==> src/rtl/seg7_pkg.sv <==
// Shared types and constants for the 4-digit seven-segment scan path.
// Contents:
//   N_DIGITS    number of multiplexed digits
//   IDX_W       width of a digit index
//   key_code_t  one keypad / decoder code
//   anode_t     active-low anode vector
//   ANODE_OFF   all digits blanked
//   anode_for() active-low one-hot enable for a digit index
package seg7_pkg;

    localparam int N_DIGITS = 4;
    localparam int IDX_W    = 2;

    typedef logic [3:0]          key_code_t;
    typedef logic [N_DIGITS-1:0] anode_t;
    typedef logic [IDX_W-1:0]    digit_idx_t;

    localparam anode_t ANODE_OFF = 4'b1111;

    // Active-low enable for one digit; digit 0 is the rightmost position.
    function automatic anode_t anode_for(input digit_idx_t idx);
        anode_t one_hot;
        one_hot = anode_t'(1) << idx;
        return ~one_hot;
    endfunction

endpackage

==> src/rtl/refresh_tick_gen.sv <==
// Refresh timebase: counts 0..REFRESH_DIV-1 and pulses tick for one cycle
// while the counter sits at its terminal value (the same edge wraps it to 0).
// Ports:
//   clk   system clock
//   rst   synchronous active-high reset, counter returns to 0
//   tick  one-cycle pulse every REFRESH_DIV cycles
module refresh_tick_gen #(
    parameter int REFRESH_DIV = 50000,
    parameter int CNT_W       = 20
) (
    input  logic clk,
    input  logic rst,
    output logic tick
);

    logic [CNT_W-1:0] cnt_q;

    assign tick = (cnt_q == CNT_W'(REFRESH_DIV - 1));

    // NOTE: sequential state uses non-blocking assignments only, so every
    // register samples pre-edge values regardless of block ordering.
    always_ff @(posedge clk) begin
        if (rst) begin
            cnt_q <= '0;
        end else if (tick) begin
            cnt_q <= '0;
        end else begin
            cnt_q <= cnt_q + CNT_W'(1);
        end
    end

endmodule

==> src/rtl/seg7_scan_controller.sv <==
// Sequencer for a 4-digit multiplexed seven-segment display. Keeps the last
// four keypad codes in a shift buffer and presents one digit per refresh slot
// to the shared decoder, with the matching active-low anode.
// Ports:
//   clk         system clock
//   rst         synchronous active-high reset
//   key_valid   keypad "key held" level, one capture per rising edge
//   key_code    keypad code, stable while key_valid is high
//   clear       synchronous buffer clear (wins over a same-cycle capture)
//   digit_code  code for the active slot, to the decoder
//   anode       active-low digit enable, one-hot-low or all high
//   fill        number of populated digits, 0..4
module seg7_scan_controller
    import seg7_pkg::*;
#(
    parameter int REFRESH_DIV = 50000,
    parameter int CNT_W       = 20
) (
    input  logic      clk,
    input  logic      rst,
    input  logic      key_valid,
    input  key_code_t key_code,
    input  logic      clear,
    output key_code_t digit_code,
    output anode_t    anode,
    output logic [2:0] fill
);

    logic tick;

    refresh_tick_gen #(
        .REFRESH_DIV (REFRESH_DIV),
        .CNT_W       (CNT_W)
    ) u_tick (
        .clk  (clk),
        .rst  (rst),
        .tick (tick)
    );

    key_code_t  d_q [N_DIGITS];
    key_code_t  d_d [N_DIGITS];
    logic [2:0] fill_q, fill_d;
    logic       key_valid_q;
    digit_idx_t scan_idx_q;
    key_code_t  digit_code_q;
    anode_t     anode_q;
    logic       capture;

    assign capture = key_valid && !key_valid_q;

    // NOTE: every signal assigned here gets a default first, so no path
    // leaves it unassigned and no latch is inferred.
    always_comb begin
        d_d    = d_q;
        fill_d = fill_q;
        if (clear) begin
            for (int i = 0; i < N_DIGITS; i++) d_d[i] = '0;
            fill_d = '0;
        end else if (capture) begin
            // Newest code enters on the right; the oldest falls off the left.
            for (int i = N_DIGITS - 1; i > 0; i--) d_d[i] = d_q[i-1];
            d_d[0] = key_code;
            fill_d = (fill_q == 3'(N_DIGITS)) ? fill_q : fill_q + 3'd1;
        end
    end

    // NOTE: the digit buffer is a handful of flops, not a RAM, so it is reset
    // along with everything else; no stale digit can survive a reset.
    always_ff @(posedge clk) begin
        if (rst) begin
            for (int i = 0; i < N_DIGITS; i++) d_q[i] <= '0;
            fill_q       <= '0;
            key_valid_q  <= 1'b0;
            scan_idx_q   <= '0;
            digit_code_q <= '0;
            anode_q      <= ANODE_OFF;
        end else begin
            d_q         <= d_d;
            fill_q      <= fill_d;
            // Updates even under clear, so a key held through clear is not
            // seen as a fresh press afterwards.
            key_valid_q <= key_valid;
            if (tick) scan_idx_q <= scan_idx_q + digit_idx_t'(1);
            // Output stage reflects the pre-edge slot and buffer; both
            // outputs move together so code and anode never disagree.
            digit_code_q <= d_q[scan_idx_q];
            anode_q      <= ({1'b0, scan_idx_q} < fill_q) ? anode_for(scan_idx_q)
                                                           : ANODE_OFF;
        end
    end

    assign digit_code = digit_code_q;
    assign anode      = anode_q;
    assign fill       = fill_q;

endmodule

==> config.mk <==
export PLATFORM = sky130hd
export DESIGN_NAME = seg7_scan_controller
export DESIGN_NICKNAME = d
export VERILOG_FILES = /design/src/rtl/seg7_pkg.sv /design/src/rtl/refresh_tick_gen.sv /design/src/rtl/seg7_scan_controller.sv
export SDC_FILE = /design/constraint.sdc
export NUM_CORES = 1
export LEC_CHECK = 0
export BUFFER_PORTS_ARGS = -buffer_cell sky130_fd_sc_hd__buf_2
export CORE_ASPECT_RATIO = 2
export CORE_MARGIN = 2
export CORE_UTILIZATION = 25
export DETAILED_ROUTE_END_ITERATION = 7
export PLACE_DENSITY_LB_ADDON = 0.25
export SYNTH_ARGS = -nofsm -noshare
export SYNTH_HDL_FRONTEND = slang
export SYNTH_SLANG_ARGS = --single-unit
==> constraint.sdc <==
create_clock -name clk -period 1.85 [get_ports clk]
set_input_delay 0.0925 -clock clk [delete_from_list [all_inputs] [get_ports clk]]
set_output_delay 0.0925 -clock clk [all_outputs]
set_load 0.01 [all_outputs]
=== Yosys cells after proc, flatten, opt, wreduce, memory -nomap -nowiden ===
Index checks and enable logic that the tools add are counted.

* $add $sub $neg: 3
* Magnitude comparators: 2
* Equal/unequal tests: 2
* Shift operators: 1
* Multiplexer cells: 3
* Bitwise logic cells: 4
* Reduce and logical (&&, ||, !) cells: 6

{| class="wikitable"
|+ Operator list
! cell !! number
|-
| adder 20 x 1 -> 20 bit (second input constant) || 1
|-
| == test 20 x 16 -> 1 bit (second input constant) || 1
|-
| binary-select mux 4 bit (select 2 bit) || 1
|-
| 2-to-1 mux 4 bit || 2
|-
| OR reduction 2 bit || 3
|-
| inverter 4 bit || 1
|-
| left shift 1 x 2 -> 4 bit (first input constant) || 1
|-
| adder 3 x 1 -> 3 bit (second input constant) || 1
|-
| == test 3 bit (second input constant) || 1
|-
| greater-or-equal comparator 3 bit (second input constant) || 1
|-
| < comparator 2 x 3 -> 1 bit || 1
|-
| inverter 2 -> 3 bit || 1
|-
| adder 2 x 1 -> 2 bit (second input constant) || 1
|-
| inverter 1 bit || 2
|-
| AND reduction 2 bit || 1
|-
| logical AND 1 bit || 1
|-
| zero test 1 bit || 1
|}

* Flip-flop bits (word level): 50
* Input port bits: 8
* Output and inout port bits: 11
* Logic and storage cells: 31

=== Logic depth before layout (Yosys ltp) ===
* Depth after elaboration: 4
* Gate-level depth with buffers: 6
* Depth with buffers taken out: 5

=== Modules after synthesis ===
From an unflattened synthesis, not the netlist that was laid out.

* Cells, all modules: 236
* Area total of the unflattened synthesis: 2145.8 µm²

{| class="wikitable"
|+ By module, submodules not included
! module !! times used !! cells each !! area each (µm²) !! sequential area each (µm²)
|-
| seg7_scan_controller || 1 || 131 || 1224.9 || 600.6
|-
| refresh_tick_gen || 1 || 105 || 920.9 || 400.4
|}

=== Least setup slack after synthesis ===
No wires, ideal clock.

* Kind: flip-flop to flip-flop
* Start: register scan_idx_q[0]
* End: register scan_idx_q[1]
* Library setup time: 0.070 ns
* Data arrival time: 1.460 ns
* Data required time: 1.780 ns
* Slack: 0.321 ns
* Cell stages (with the launch flop): 7
* Path buffers: 1
* Period minus slack after synthesis: 1.529 ns
* Cell sequence: dfxtp_1 clkbuf_1 inv_1 ha_1 inv_1 or3_1 a21oi_1

* Word-level cells in the longest chain between the ends: 1

{| class="wikitable"
|+ Ends and longest elaborated chain
! what !! line !! source
|-
| from (decl) || seg7_scan_controller.sv:44 || <nowiki>digit_idx_t scan_idx_q;</nowiki>
|-
| from (signal assigned) || seg7_scan_controller.sv:83 || <nowiki>if (tick) scan_idx_q <= scan_idx_q + digit_idx_t'(1);</nowiki>
|-
| adder 2 x 1 -> 2 bit || seg7_scan_controller.sv:83 ||
|}

No other way between the ends.
A chain may end at the register's enable or synchronous reset.

=== Worst setup path in the final report ===
* Start: register u_tick.cnt_q[0]
* End: register u_tick.cnt_q[18]

* Word-level cells in the longest chain between the ends: 2
* Elaborated cells between the ends (all ways): 3
* Classes of those cells: add/sub: 1; eq/ne: 1; reduce/logical: 1

{| class="wikitable"
|+ Ends and longest elaborated chain
! what !! line !! source
|-
| from (decl) || refresh_tick_gen.sv:16 || <nowiki>logic [CNT_W-1:0] cnt_q;</nowiki>
|-
| from (signal assigned) || refresh_tick_gen.sv:28 || <nowiki>cnt_q <= cnt_q + CNT_W'(1);</nowiki>
|-
| parallel branches: the longest is 2 deep, another holds adder 20 x 1 -> 20 bit || n/a ||
|}

Several ways; the timed one is not identified.

==> metrics.csv <==
stage,metric,value,unit
yosys,synth_top_area_share,0.453,
routing,ant_nets,0,
place,place_congestion,0.751,
yosys,synth_area,2210,um^2
setup_path,worst-path-max-fanout,6,
place,portBuffers,18,
yosys,synth_seq_cells,50,
pwr,pwr-share-seq,0.491,
grt,antenna_found_initial,0,
setup_path,cp.arrival,1.77,ns
pwr,pwr_density_cell,859,nW/um^2
job,cap_viol_max_count,0,
floorplanning,io_pins,19,
yosys,synth-main-ff-cell,dfxtp_1,
cts,postCtsHoldBufs,0,
cts,root_buffer,clkbuf_16,
routing,wl,4500,um
floorplanning,placementRows,48,
yosys,async_flop_share,0,
layout,multi_input_area,1110,um^2
pwr,pwr-share-comb,0.039,
cts,clk_pin_slew,0.07,ns
floorplanning,die_w,70.5,um
cts,cts.htree.levels,2,
cts,cts.path.max_buffers,2,
cts,numClockSinks,50,
yosys,yosys.area.top_type,dfxtp_1,
cts,cts-resized-gates,0,
cts,cts_buffers,5,
yosys,syn-mean-instance-area,9.28,um^2
timing,worst_clock_skew,0.00773,ns
timing,rsz0062_at_grt,no,
pwr,p_sw,479,uW
pwr,vdd_drop_max,0.364,mV
pwr,leakagePower,0.000906,uW
cts,postCtsSetupRepairBufs,0,
timing,min_period,1.59,ns
layout,final_cells,361,
timing,final-hold-violation-count,0,
floorplanning,die_h,137,um
grt,grt_pass1_wl,7780,um
layout,regArea,1000,um^2
yosys,yosys-top-cells-area,"dfxtp_1, nand2_1, xnor2_1",
layout,antenna_cells,0,
grt,gr-usage-all-layers,0.104,
cts,tritoncts,built,
timing,fin_setup_tns,0,ns
yosys,synthDistinctLibCells,40,
routing,drc,0,
floorplanning,start_util,0.257,
yosys,syn-num-nets,254,
timing,worst_slew_pin_slew,0.384,ns
floorplanning,die-area,9650,um^2
timing,setup_viol,0,
timing,slew_headroom,0.744,
yosys,yosys-top-cells-count,"dfxtp_1, nand2_1, nor2_1",
timing,finalMaxSlewViolations,0,
setup_path,critPathKind,flop to flop,
routing,wl_per_cell,12.5,um
timing,fin_crit_sh,0.857,
setup_path,endpoint_kind,flop,
place,placed_cells,353,
yosys,synth_edf_count,0,
min_path,hold_path_class,primary input to flop,
floorplanning,core-area,8590,um^2
routing,first_pass_iters,4,
yosys,synth_warnings,0,
yosys,yosysMostFrequentCell,dfxtp_1,
routing,drt_iter0_markers,79,
pwr,p_int,1760,uW
layout,synthToLayoutAreaGrowth,18.2,%
yosys,ys_seq_area_frac,0.453,
setup_path,worstPathRequired,2.04,ns
grt,grt_overflow,0,
pwr,clkPwrFrac,0.470,
layout,utilization,0.304,
pwr,sw_frac_of_total,0.214,
setup_path,critPathLaunchType,flop,
layout,drive_gt1_frac,0.195,
timing,max_freq,630,MHz
pwr,total_power,2240,uW
layout,fillers,922,
cts,clkLatencyLatePin,0.29,ns
status,status,finished clean,
place,place.detailed.hpwl,3350,um
timing,whs,0.0329,ns
grt,grt_pass1_vias,1646,
grt,grt_max_degree,20,
routing,vias,1662,
yosys,netlist_instances,238,
layout,final_nets,276,
routing,viasPerCell,4.60,
[placed cells by master, fill, tap and decap left out, drive strengths merged, types with 5 or more instances in the layout]
| cell | synthesis | layout |
|---|---|---|
| dfxtp | 50 | 50 |
| nand2 | 38 | 38 |
| buf | 6 | 26 |
| nor2 | 24 | 24 |
| a21oi | 22 | 22 |
| xnor2 | 14 | 14 |
| inv | 10 | 10 |
| ha | 8 | 8 |
| nand4 | 8 | 8 |
| nor4 | 8 | 8 |
| nand3 | 6 | 6 |
| nor3 | 6 | 6 |
| clkbuf | 5 | 5 |
[flip-flops by register name (all words and copies together) (netlist names)]
signal	flops
d_q	16
key_valid_q	1
scan_idx_q	2
digit_code	4
u_tick.cnt_q	20
fill	3
anode	4
[worst max-delay path, cell delays in order (launching register included)]
cell       delay (ns)
dfxtp_1          0.37
ha_1             0.21
nand3_1          0.24
nor3_2           0.28
nor2_1           0.06
a2111oi_1        0.32
[routing by layer]
metal | wire (um) | GRT usage
met1 | 1630 | 0.0917
met2 | 2660 | 0.212
met3 | 105 | 0.0214
met4 | 106 | 0.0545
met5 | 0 | 0
[per-stage QoR]
stage               setup WS [ns]  cell area [um^2]
floorplan                   0.321              2210
global placement            0.275              2440
detailed placement          0.238              2440
CTS                         0.231              2610
global route               0.0766              2610
finish                      0.264              2610
[power groups by stage]
stage	registers [uW]	clock network, uW	logic [uW]
after floorplan	1120	0	54.7
after detailed placement	1120	0	91.3
after global routing	1100	1140	100
after global placement	1120	0	90.9
after CTS	1100	1100	91.2
final	1100	1050	88.2
[final cells by class]
class                      instances  area share
sequential                        50       0.384
inverter                          10      0.0144
tap                              100      0.0479
timing repair buffer              26      0.0623
clock inverter                     3      0.0173
multi-input combinational        167       0.427
clock buffer                       5      0.0479
[cell families after synthesis]
logic type / Yosys count / synth area share
buf+inv: 21 / 0.0425
flops: 50 / 0.453
compound gates: 29 / 0.0765
xor+xnor: 16 / 0.0635
mux: 6 / 0.0499
fa+ha+maj: 8 / 0.0453
simple gates: 108 / 0.269
[path summary, 6_finish.rpt]
| kind | from | to | slack, ns | depth (start not counted) |
|---|---|---|---|---|
| setup / recovery | u_tick.cnt_q[0] | u_tick.cnt_q[18] | 0.26 | 5 |
| hold / removal | key_code[0] | d_q[12] | 0.03 | 3 |
| setup reg to reg | u_tick.cnt_q[0] | u_tick.cnt_q[18] | 0.26 | 5 |
| hold reg to reg | d_q[0] | d_q[0] | 0.46 | 2 |
Power figures use the tool's default switching activity.
